[src/rtl/membus_rr_arbiter.sv]
// N-master to one-slave Membus arbiter: fixed-priority or round-robin grant, grant lock
// during slave stalls, in-order owner tag FIFO for outstanding requests, narrow read-lane extraction.
module membus_rr_arbiter #(
    parameter int N_MASTERS       = 2,
    parameter int ADDR_WIDTH      = 64,
    parameter int DATA_WIDTH      = 64,
    parameter int MAX_OUTSTANDING = 2,
    parameter int RR_MODE         = 1,
    parameter logic [N_MASTERS-1:0] NARROW_MASK = 'b10
) (
    input  logic                                   clk,
    input  logic                                   rst,
    input  logic [N_MASTERS-1:0]                   m_valid,
    output logic [N_MASTERS-1:0]                   m_ready,
    input  logic [N_MASTERS-1:0][ADDR_WIDTH-1:0]   m_addr,
    input  logic [N_MASTERS-1:0]                   m_wen,
    input  logic [N_MASTERS-1:0][DATA_WIDTH-1:0]   m_wdata,
    input  logic [N_MASTERS-1:0][DATA_WIDTH/8-1:0] m_wmask,
    output logic [N_MASTERS-1:0]                   m_rvalid,
    output logic [DATA_WIDTH-1:0]                  m_rdata,
    output logic                                   s_valid,
    output logic [ADDR_WIDTH-1:0]                  s_addr,
    output logic                                   s_wen,
    output logic [DATA_WIDTH-1:0]                  s_wdata,
    output logic [DATA_WIDTH/8-1:0]                s_wmask,
    input  logic                                   s_ready,
    input  logic                                   s_rvalid,
    input  logic [DATA_WIDTH-1:0]                  s_rdata,
    output logic [$clog2(MAX_OUTSTANDING+1)-1:0]   outstanding,
    output logic                                   err_unexpected
);

    localparam int IDX_W = $clog2(N_MASTERS);
    localparam int PTR_W = (MAX_OUTSTANDING > 1) ? $clog2(MAX_OUTSTANDING) : 1;
    localparam int CNT_W = $clog2(MAX_OUTSTANDING + 1);

    logic [IDX_W-1:0] rr_ptr_reg;
    logic [IDX_W-1:0] lock_idx_reg;
    logic             lock_reg;
    logic [IDX_W-1:0] grant;
    logic [IDX_W-1:0] rr_ptr_next;

    logic [IDX_W-1:0] tag_idx_mem  [MAX_OUTSTANDING];
    logic             tag_lane_mem [MAX_OUTSTANDING];
    logic [PTR_W-1:0] wr_ptr_reg;
    logic [PTR_W-1:0] rd_ptr_reg;
    logic [CNT_W-1:0] cnt_reg;
    logic             err_reg;

    logic             full;
    logic             accept;
    logic             pop;
    logic [IDX_W-1:0] head_idx;
    logic             head_lane;
    logic [31:0]      lane_data;

    function automatic logic [PTR_W-1:0] ptr_inc(input logic [PTR_W-1:0] p);
        return (p == PTR_W'(MAX_OUTSTANDING - 1)) ? '0 : p + 1'b1;
    endfunction

    // A locked grant wins; otherwise search starts at rr_ptr (round-robin) or at index 0.
    always_comb begin
        int   cand;
        logic found;
        cand  = 0;
        found = 1'b0;
        grant = '0;
        if (lock_reg) begin
            grant = lock_idx_reg;
        end else begin
            for (int k = 0; k < N_MASTERS; k++) begin
                cand = (RR_MODE != 0) ? int'(rr_ptr_reg) + k : k;
                if (cand >= N_MASTERS) cand = cand - N_MASTERS;
                if (!found && m_valid[IDX_W'(cand)]) begin
                    grant = IDX_W'(cand);
                    found = 1'b1;
                end
            end
        end
    end

    assign rr_ptr_next = (grant == IDX_W'(N_MASTERS - 1)) ? '0 : grant + 1'b1;

    // Full blocks requests even when a pop happens this cycle: no s_rvalid -> s_ready path.
    assign full    = (cnt_reg == CNT_W'(MAX_OUTSTANDING));
    assign s_valid = (|m_valid) && !full;
    assign s_addr  = m_addr[grant];
    assign s_wen   = m_wen[grant];
    assign s_wdata = m_wdata[grant];
    assign s_wmask = m_wmask[grant];
    assign accept  = s_valid && s_ready;
    assign pop     = s_rvalid && (cnt_reg != '0);

    assign head_idx  = tag_idx_mem[rd_ptr_reg];
    assign head_lane = tag_lane_mem[rd_ptr_reg];
    assign lane_data = head_lane ? s_rdata[63:32] : s_rdata[31:0];
    assign m_rdata   = NARROW_MASK[head_idx] ? {{(DATA_WIDTH-32){1'b0}}, lane_data} : s_rdata;

    generate
        for (genvar gi = 0; gi < N_MASTERS; gi++) begin : g_master
            assign m_ready[gi]  = (grant == IDX_W'(gi)) && s_ready && !full;
            assign m_rvalid[gi] = pop && (head_idx == IDX_W'(gi));
        end
    endgenerate

    always_ff @(posedge clk or negedge rst) begin
        if (!rst) begin
            rr_ptr_reg   <= '0;
            lock_reg     <= 1'b0;
            lock_idx_reg <= '0;
            wr_ptr_reg   <= '0;
            rd_ptr_reg   <= '0;
            cnt_reg      <= '0;
            err_reg      <= 1'b0;
        end else begin
            if (accept) begin
                lock_reg   <= 1'b0;
                rr_ptr_reg <= rr_ptr_next;
                wr_ptr_reg <= ptr_inc(wr_ptr_reg);
            end else if (s_valid) begin
                lock_reg     <= 1'b1;
                lock_idx_reg <= grant;
            end
            if (pop) rd_ptr_reg <= ptr_inc(rd_ptr_reg);
            case ({accept, pop})
                2'b10:   cnt_reg <= cnt_reg + 1'b1;
                2'b01:   cnt_reg <= cnt_reg - 1'b1;
                default: cnt_reg <= cnt_reg;
            endcase
            if (s_rvalid && (cnt_reg == '0)) err_reg <= 1'b1;
        end
    end

    // Tag payload needs no reset: only entries between the pointers are ever read.
    always_ff @(posedge clk) begin
        if (accept) begin
            tag_idx_mem[wr_ptr_reg]  <= grant;
            tag_lane_mem[wr_ptr_reg] <= s_addr[2];
        end
    end

    assign outstanding    = cnt_reg;
    assign err_unexpected = err_reg;

endmodule
[config.mk]
export PLATFORM = sky130hd
export DESIGN_NAME = membus_rr_arbiter
export DESIGN_NICKNAME = d
export VERILOG_FILES = /design/src/rtl/membus_rr_arbiter.sv
export SDC_FILE = /design/constraint.sdc
export NUM_CORES = 1
export LEC_CHECK = 0
export ABC_AREA = 0
export BUFFER_PORTS_ARGS = -buffer_cell sky130_fd_sc_hd__buf_2
export CORE_AREA = 4 4 210 212
export DETAILED_ROUTE_END_ITERATION = 7
export DIE_AREA = 0 0 214 216
export GPL_ROUTABILITY_DRIVEN = 0
export PLACE_DENSITY = 0.42
export SYNTH_ARGS = -nofsm -noshare
export SYNTH_HDL_FRONTEND = slang
export SYNTH_SLANG_ARGS = --single-unit
[constraint.sdc]
create_clock -name clk -period 3.1 [get_ports clk]
set_input_delay 0.31 -clock clk [delete_from_list [all_inputs] [get_ports clk]]
set_output_delay 0.31 -clock clk [all_outputs]
set_load 0.02 [all_outputs]
### Word-level counts from Yosys, hierarchy flattened

Memories as Yosys holds them, arrays and structs flattened.
Index checks and enable logic that the tools add are counted.

* bits in registers: 8
* bits in writable memories: 4
* output and inout port bits: 209
* memories: 2

* add/subtract/negate cells: 8
* order comparisons: 6
* eq/ne operators: 3
* mux-type cells: 33
* bitwise logic cells: 3
* reductions and logical operators: 19

Memory list
* tag_idx_mem: words 2, bits a word 1, read ports 1, clocked after Yosys merged registers in 0, wr ports 1, line 43 `logic [IDX_W-1:0] tag_idx_mem [MAX_OUTSTANDING];`
* tag_lane_mem: words 2, bits a word 1, read ports 1, clocked after Yosys merged registers in 0, wr ports 1, line 44 `logic tag_lane_mem [MAX_OUTSTANDING];`

Operators with widths (count)
* $mux W64: 5
* $mux W32: 1
* $mux W1: 24
* $mux W8: 2
* $logic_and A1 B1 Y1: 11
* $lt A1 B3 Y1 const B: 2
* $reduce_bool A2 Y1: 3
* $eq A2 B2 Y1 const B: 2
* $lt A1 B2 Y1 const B: 2
* $pmux W2 S2: 1
* $add A1 B1 Y1 const B: 3
* $not A1 Y1: 3
* $add A1 B1 Y2 const B: 1
* $add A2 B1 Y2 const B: 1
* $eq A2 B1 Y1 const B: 1
* $ge A1 B2 Y1 const B: 1
* $ge A2 B2 Y1 const B: 1
* $logic_not A1 Y1: 2
* $logic_not A2 Y1: 1
* $reduce_and A2 Y1: 1
* $reduce_or A2 Y1: 1
* $sub A1 B1 Y1 const B: 2
* $sub A2 B1 Y2 const B: 1

### Logic depth before layout (Yosys ltp)

Gate-level depths: netlist of run 1.

* depth in word-level cells: 15
* depth in mapped cells: 6
* mapped depth without buffers: 6

### Worst setup path after synthesis of run 1

No wires, ideal clock.

* path kind: register -> output
* from: register lock_reg
* to: output port s_addr[36]
* arrival: 1.328 ns
* required time: 2.790 ns
* path slack: 1.462 ns
* cell stages (with the launch flop): 6
* buffers on the path: 2
* cell sequence: dfrtp_1 > o21a_2 > inv_4 > buf_12 > buf_12 > mux2_4

* word-level cells in the longest chain between the ends: 3

RTL lines
* start: declaration: line 39 `logic lock_reg;`
* start signal: assignment: line 109 `lock_reg <= 1'b0;`
* start signal: assignment: line 117 `lock_reg <= 1'b0;`
* start signal: assignment: line 121 `lock_reg <= 1'b1;`
* $mux W1: line 68 `if (lock_reg) begin`
* $mux W64 (implied by the code) (2 in a row): line 87 `assign s_addr = m_addr[grant];`
* end: declaration: line 22 `output logic [ADDR_WIDTH-1:0] s_addr,`

No other way between the ends. The select of a mux whose other input is x is not followed.

### Worst setup path after layout of run 1

* from: register rd_ptr_reg
* to: output port m_rdata[0]

* word-level cells in the longest chain between the ends: 4

RTL lines
* start: declaration: line 46 `logic [PTR_W-1:0] rd_ptr_reg;`
* start signal: assignment: line 124 `if (pop) rd_ptr_reg <= ptr_inc(rd_ptr_reg);`
* $mem_v2 Z2 W1
* $mux W1 (implied by the code) (2 in a row): line 97 `assign m_rdata = NARROW_MASK[head_idx] ? {{(DATA_WIDTH-32){1'b0}}, lane_data} : s_rdata;`
* $mux W64 *: line 97
* end: declaration: line 20 `output logic [DATA_WIDTH-1:0] m_rdata,`

Mark *: on every way between the ends. The rest lies on a longest branch, timed or not. The select of a mux whose other input is x is not followed.

==> flow_summary_export.csv, run 1 <==
group,metric,value,unit
placed_design,hpwl,17900,um
global_route,grt.overflow.total,0,
min_path,min_path_type,"in2reg",
detailed_routing,drc,0,
synthesis,synthDistinctLibCells,26,
sta,fmaxAchievable,0.415,GHz
synthesis,postSynthCellCount,269,
global_route,antenna_found_initial,2,
synthesis,seq_area_frac_synth,9.38,%
floorplanning,io_pins,553,
sta,final_hold_viol_count,0,
setup_path,r2r-end,"outstanding[1]",
setup_path,path_buf_inv,2,
min_path,whs_endpoint,"err_unexpected",
global_route,grt_first_pass_wirelength,28000,um
floorplanning,die_h,216,um
final_layout,final_nets,1165,
job,drv_cap,0,
setup_path,r2r_slack,1.40,ns
final_layout,final_layout_size_suffix_gt1_share,91.0,%
clock_network,numCtsBuffers,3,
setup_path,crit_arrival,2.10,ns
run_status,status,"finished, final reports clean",
sta,rsz0062_at_grt,"no",
placed_design,io_buffers,552,
setup_path,cp_cell_sequence,"nor2b_1, a32o_2, buf_4, mux2_2, buf_2",
sta,drv_slew,0,
pwr,p_leak,3.75,nW
clock_network,cts_tree,"built",
clock_network,htree_num_levels,1,
synthesis,syn_area_per_cell,12.7,um2
synthesis,ys_ff_latch,12,
floorplanning,die-area,0.0462,mm2
setup_path,crit_required,2.79,ns
pwr,power.density,760,mW/mm2
detailed_routing,wl_per_cell,14.4,um
setup_path,worstSetupStartpoint,"rd_ptr_reg",
clock_network,post_cts_resized,0,
setup_path,worstPathMaxFanout,32,
sta,finClkSkew,0.00171,ns
detailed_routing,vias_per_cell,3.20,
pwr,vdd.ir_drop.worst,0.504,mV
final_layout,area_delta_synth_final,98.6,%
floorplanning,num_rows,75,
global_route,grt_max_degree,44,
detailed_routing,vias,4343,
setup_path,reg2reg_from,"outstanding[0]",
floorplanning,fp.coreArea,0.0419,mm2
clock_network,clkTransAtPathRegs,0.04,ns
global_route,grt_pass1_vias,4758,
sta,maxSlewHeadroom,60.0,%
sta,setup_tns,0,ns
synthesis,yosysWarnings,0,
floorplanning,die_w,214,um
sta,worst_pin_slew,0.601,ns
setup_path,slowest_stage,"buf_4",
setup_path,reg2reg_depth,5,
synthesis,syn_area,0.00342,mm2
detailed_routing,drtIter0Drc,125,
sta,finalCriticalPeriod,2.41,ns
clock_network,cts_setup_buffers,0,
clock_network,clock_path_buffers,2,
clock_network,clk_latency,0.24,ns
floorplanning,initial_core_util,8.14,%
setup_path,cp_slowest_stage_delay,0.49,ns
clock_network,cts.sinks,12,
clock_network,cts_root_buf,"clkbuf_16",
min_path,min_path_cells,2,
pwr,power,5.16,mW
sta,finalCritPeriodShare,77.7,%
synthesis,synth_nets,614,
detailed_routing,postRouteWirelength,19500,um
setup_path,worstSetupEndpointType,"output port",
detailed_routing,drtPass1Iterations,4,
min_path,worstHoldStart,"s_rvalid",
global_route,grt.total_usage,7.61,%
setup_path,critPathLaunchType,"flop",
setup_path,cp_top_family,"buffers and inverters",
detailed_routing,ant_nets,0,
setup_path,critPathKind,"reg2out",
sta,setup-violations-final,0,
==> worst max path at each step <==
stage,endpoint,slack [ns],cells after the start
floorplan,s_addr[36],1.46,5
global placement,s_addr[25],0.91,7
detailed placement,s_wdata[20],0.89,7
CTS,m_rdata[0],0.67,5
global route,m_rdata[0],0.56,5
finish,m_rdata[0],0.69,5
==> final cells by class <==
class	instances	area, um2
inverter	3	16.3
timing repair buffer	567	2890
sequential	12	320
tap	539	674
fill	4730	35200
clock buffer	4	88.8
antenna	1	2.50
multi-input combinational	233	2790
==> stage by stage <==
| stage | util, % | setup slack [ns] | hold slack (ns) | cells | instance area (um2) |
|---|---|---|---|---|---|
| 2_1_floorplan | - | 1.46 | 0.0144 | 269 | 3420 |
| 3_3_place_gp | 15.9 | 0.907 | 0.169 | 1353 | 6680 |
| 3_5_place_dp | 15.9 | 0.894 | 0.170 | 1353 | 6680 |
| 4_1_cts | 16.2 | 0.674 | 0.284 | 1358 | 6780 |
| 5_1_grt | 16.2 | 0.557 | 0.303 | 1359 | 6780 |
| 6_report | 16.2 | 0.690 | 0.283 | 1359 | 6780 |
==> synth_stat cells <==
cell	instances	area share, %
a21o_1	1	0.22
a21oi_1	1	0.15
a32o_2	1	0.33
and2_1	33	6.0
buf_12	11	6.4
buf_4	4	0.88
buf_6	3	0.99
clkbuf_1	3	0.33
dfrtp_1	8	5.9
edfxtp_1	4	3.5
ha_1	1	0.37
inv_1	2	0.22
inv_4	1	0.18
mux2_2	44	15
mux2_4	127	56
nand2_1	3	0.33
nand2b_1	1	0.18
nand3b_1	1	0.22
nor2_1	9	0.99
nor2b_1	2	0.37
nor3_1	1	0.15
o21a_1	1	0.22
o21a_2	1	0.26
o21ai_0	1	0.15
xnor2_1	4	1.0
xor2_1	1	0.26
==> cells in the final DEF (no fill, tap or decap), types with 2 or more instances in the layout <==
cell       count
mux2_4       127
nand2_1        3
nor2_1         9
and2_1        33
edfxtp_1       4
buf_4         13
nor2b_1        2
clkbuf_16      3
mux2_2        44
inv_1          2
xnor2_1        4
dfrtp_1        8
buf_2        552
==> routing by layer <==
layer / part of all wire (%) / track usage [%] / vias to the layer above
li1: - / - / 2072
met1: 36 / 8.00 / 1947
met2: 52 / 14.9 / 301
met3: 9.1 / 1.98 / 23
met4: 2.8 / 2.20 / 0
met5: 0 / 0 / -
==> power breakdown <==
group	internal [mW]	leakage [nW]	switching, mW
Clock	0.194	0.0442	0.0640
Combinational	2.14	3.58	2.47
Sequential	0.232	0.127	0.0586
Total	2.57	3.75	2.59
==> what timing repair did <==
item                       in CTS  in global routing
setup endpoints to repair       0                  0
hold endpoints to repair        8                  0
hold buffers                    1                  0
==> cells by family after synthesis <==
kind of cell,Yosys count,share of synthesized area (%)
flip-flops,12,9.38
multiplexers,171,70.3
adder cells (fa/ha/maj),1,0.366
buffers and inverters,24,9.05
AO/OA/AOI/OAI,6,1.32
XOR/XNOR,5,1.28
AND/OR/NAND/NOR,50,8.28
Note: power is estimated with default switching activity, not from simulation.
==> run 2: changes to the inputs <==
- CORE_AREA: 4 4 210 212 -> 4 4 213 215
- DIE_AREA: 0 0 214 216 -> 0 0 217 219
- PLACE_DENSITY: 0.42 -> 0.43
- clock period: 3.1 -> 2 ns (I/O delays scaled with it)
==> run 2 against run 1 <==
  * Cell count increased by 5.0%
  * Critical path depth unchanged
  * Clock skew fell by 0.00086 ns
  * Sequential cell count did not move
  * Via count increased by 3.6%
  * Non-clock buffer count increased by 14
  * Die area increased by 2.8%
  * First-iteration DRC count shrank 16%
  * Sequential share of layout area down 0.42 points
  * Core utilization rose by 0.93 points
  * Total power is 79% higher
==> flow_summary_export.csv, run 2 (synthesized netlist as in run 1, its figures left out) <==
group,metric,value,unit
run_status,status,"finished, final reports clean",
clock_network,htree_num_levels,1,
pwr,power.switching,4.38,mW
clock_network,clkTransAtPathRegs,0.04,ns
setup_path,critPathKind,"reg2out",
final_layout,mostFrequentLayoutCells,"buf_2, mux2_4, mux2_2, buf_6, and2_1",
sta,finalCritPeriodShare,98.1,%
global_route,grt.overflow.total,0,
sta,rsz0062_at_grt,"yes",
placed_design,io_buffers,552,
detailed_routing,drc,0,
sta,finClkSkew,0.000845,ns
setup_path,crit_arrival,1.76,ns
min_path,min_path_type,"in2reg",
sta,finalCriticalPeriod,1.96,ns
detailed_routing,postRouteWirelength,20200,um
sta,setup-violations-final,0,
clock_network,cts_tree,"built",
pwr,p_clk_share,3.9,%
global_route,antenna_found_initial,3,
sta,final_hold_viol_count,0,
job,drv_cap,0,
detailed_routing,vias_per_cell,3.15,
pwr,power.density,1240,mW/mm2
floorplanning,num_rows,77,
setup_path,crit_required,1.80,ns
sta,fmaxAchievable,0.510,GHz
setup_path,worstSetupEndpointType,"output port",
final_layout,area_delta_synth_final,119,%
detailed_routing,vias,4499,
clock_network,cts_root_buf,"clkbuf_16",
pwr,vdd.ir_drop.worst,0.490,mV
clock_network,numCtsBuffers,3,
final_layout,final_layout_size_suffix_gt1_share,91.4,%
floorplanning,io_pins,553,
final_layout,num_antenna_cells,0,
placed_design,dp_worst_setup_slack,0.0604,ns
setup_path,worstPathMaxFanout,10,
detailed_routing,drtPass1Iterations,4,
floorplanning,die-area,0.0475,mm2
floorplanning,die_w,217,um
clock_network,cts.sinks,12,
clock_network,clock_path_buffers,2,
detailed_routing,ant_nets,0,
floorplanning,initial_core_util,7.81,%
setup_path,critPathLaunchType,"flop",
detailed_routing,drtIter0Drc,105,
global_route,grt_pass1_vias,4478,
clock_network,clk_latency,0.24,ns
floorplanning,fp.coreArea,0.0437,mm2
final_layout,final_nets,1181,
global_route,grt.total_usage,7.15,%
sta,worst_pin_slew,0.313,ns
pwr,switching_share,47.3,%
sta,worst_hold_slack,0.182,ns
pwr,power_frac_seq,4.8,%
sta,setup_tns,0,ns
global_route,grt_max_degree,35,
detailed_routing,wl_per_cell,14.2,um
pwr,p_leak,4.00,nW
sta,drv_slew,0,
final_layout,fin_util,17.1,%
pwr,comb_power_share,91.3,%
floorplanning,die_h,219,um
pwr,p_int,4.87,mW
global_route,grt_first_pass_wirelength,26500,um
sta,maxSlewHeadroom,79.1,%
final_layout,final_common_cell,"buf_2",
placed_design,hpwl,17400,um
sta,fin_ws,0.0387,ns
[run 2: cell count changes in the layout (fill, tap and decap cells not counted), sizes merged]
cell / delta
diode: -1
buf: +12
clkinv: +1
inv: +2
clkbuf: +1
[run 2: per-layer routing]
metal  vias to the layer above  GRT usage [%]  routed length [um]
li1                       2105              -                   -
met1                      2056           8.36                7830
met2                       316           13.1               10000
met3                        22           1.99                2050
met4                         0           1.34                 333
met5                         -              0                   0
[run 2: layout make-up]
cell class	count	area [um2]
multi-input cells	233	2810
well taps	592	741
clock buffers	3	75.1
fillers	4950	36300
repair buffers	581	3480
repair inverters	2	28.8
flip-flops and latches	12	322
inverters	3	23.8
clock inverters	1	3.75
[run 2: critical path, cell delays in order (launching register included)]
cell	delay, ns
dfrtp_1	0.40
o21a_4	0.28
inv_12	0.14
buf_6	0.18
mux2_2	0.35
buf_2	0.16
[run 2: final timing paths]
| check | start | endpoint | slack [ns] | cells past startpoint |
|---|---|---|---|---|
| max | lock_reg | s_addr[28] | 0.04 | 5 |
| max reg2reg | lock_reg | tag_lane_mem[1] | 0.40 | 4 |
| max in group asynchronous | rst | rd_ptr_reg | 1.45 | 2 |
| min reg2reg | err_unexpected | err_unexpected | 0.46 | 1 |
| min | s_rvalid | err_unexpected | 0.18 | 2 |
| min in group asynchronous | rst | rr_ptr_reg | 0.35 | 2 |
[run 2: repair_timing]
item | 4_1_cts | 5_1_grt
pin swaps | 1 | 1
endpoints found under the hold margin | 8 | 0
gates resized for setup | 34 | 94
cloned | 5 | 2
hold buffers | 1 | 0
setup endpoints to repair | 157 | 112
setup buffers | 6 | 0
[run 2: metrics by stage]
step                cells  cell area [um2]  power (mW)
floorplan             269             3420        5.99
global placement     1410             6800        7.77
detailed placement   1410             6800        7.79
CTS                  1426             7180        8.84
global route         1427             7480        9.73
finish               1427             7480        9.25
[run 2: power by group through the flow]
stage	clock network, mW	logic, mW	registers, mW
CTS	0.370	8.03	0.440
detailed placement	0	7.35	0.439
global route	0.386	8.88	0.455
floorplan	0	5.54	0.452
global placement	0	7.33	0.438
finish	0.363	8.45	0.440
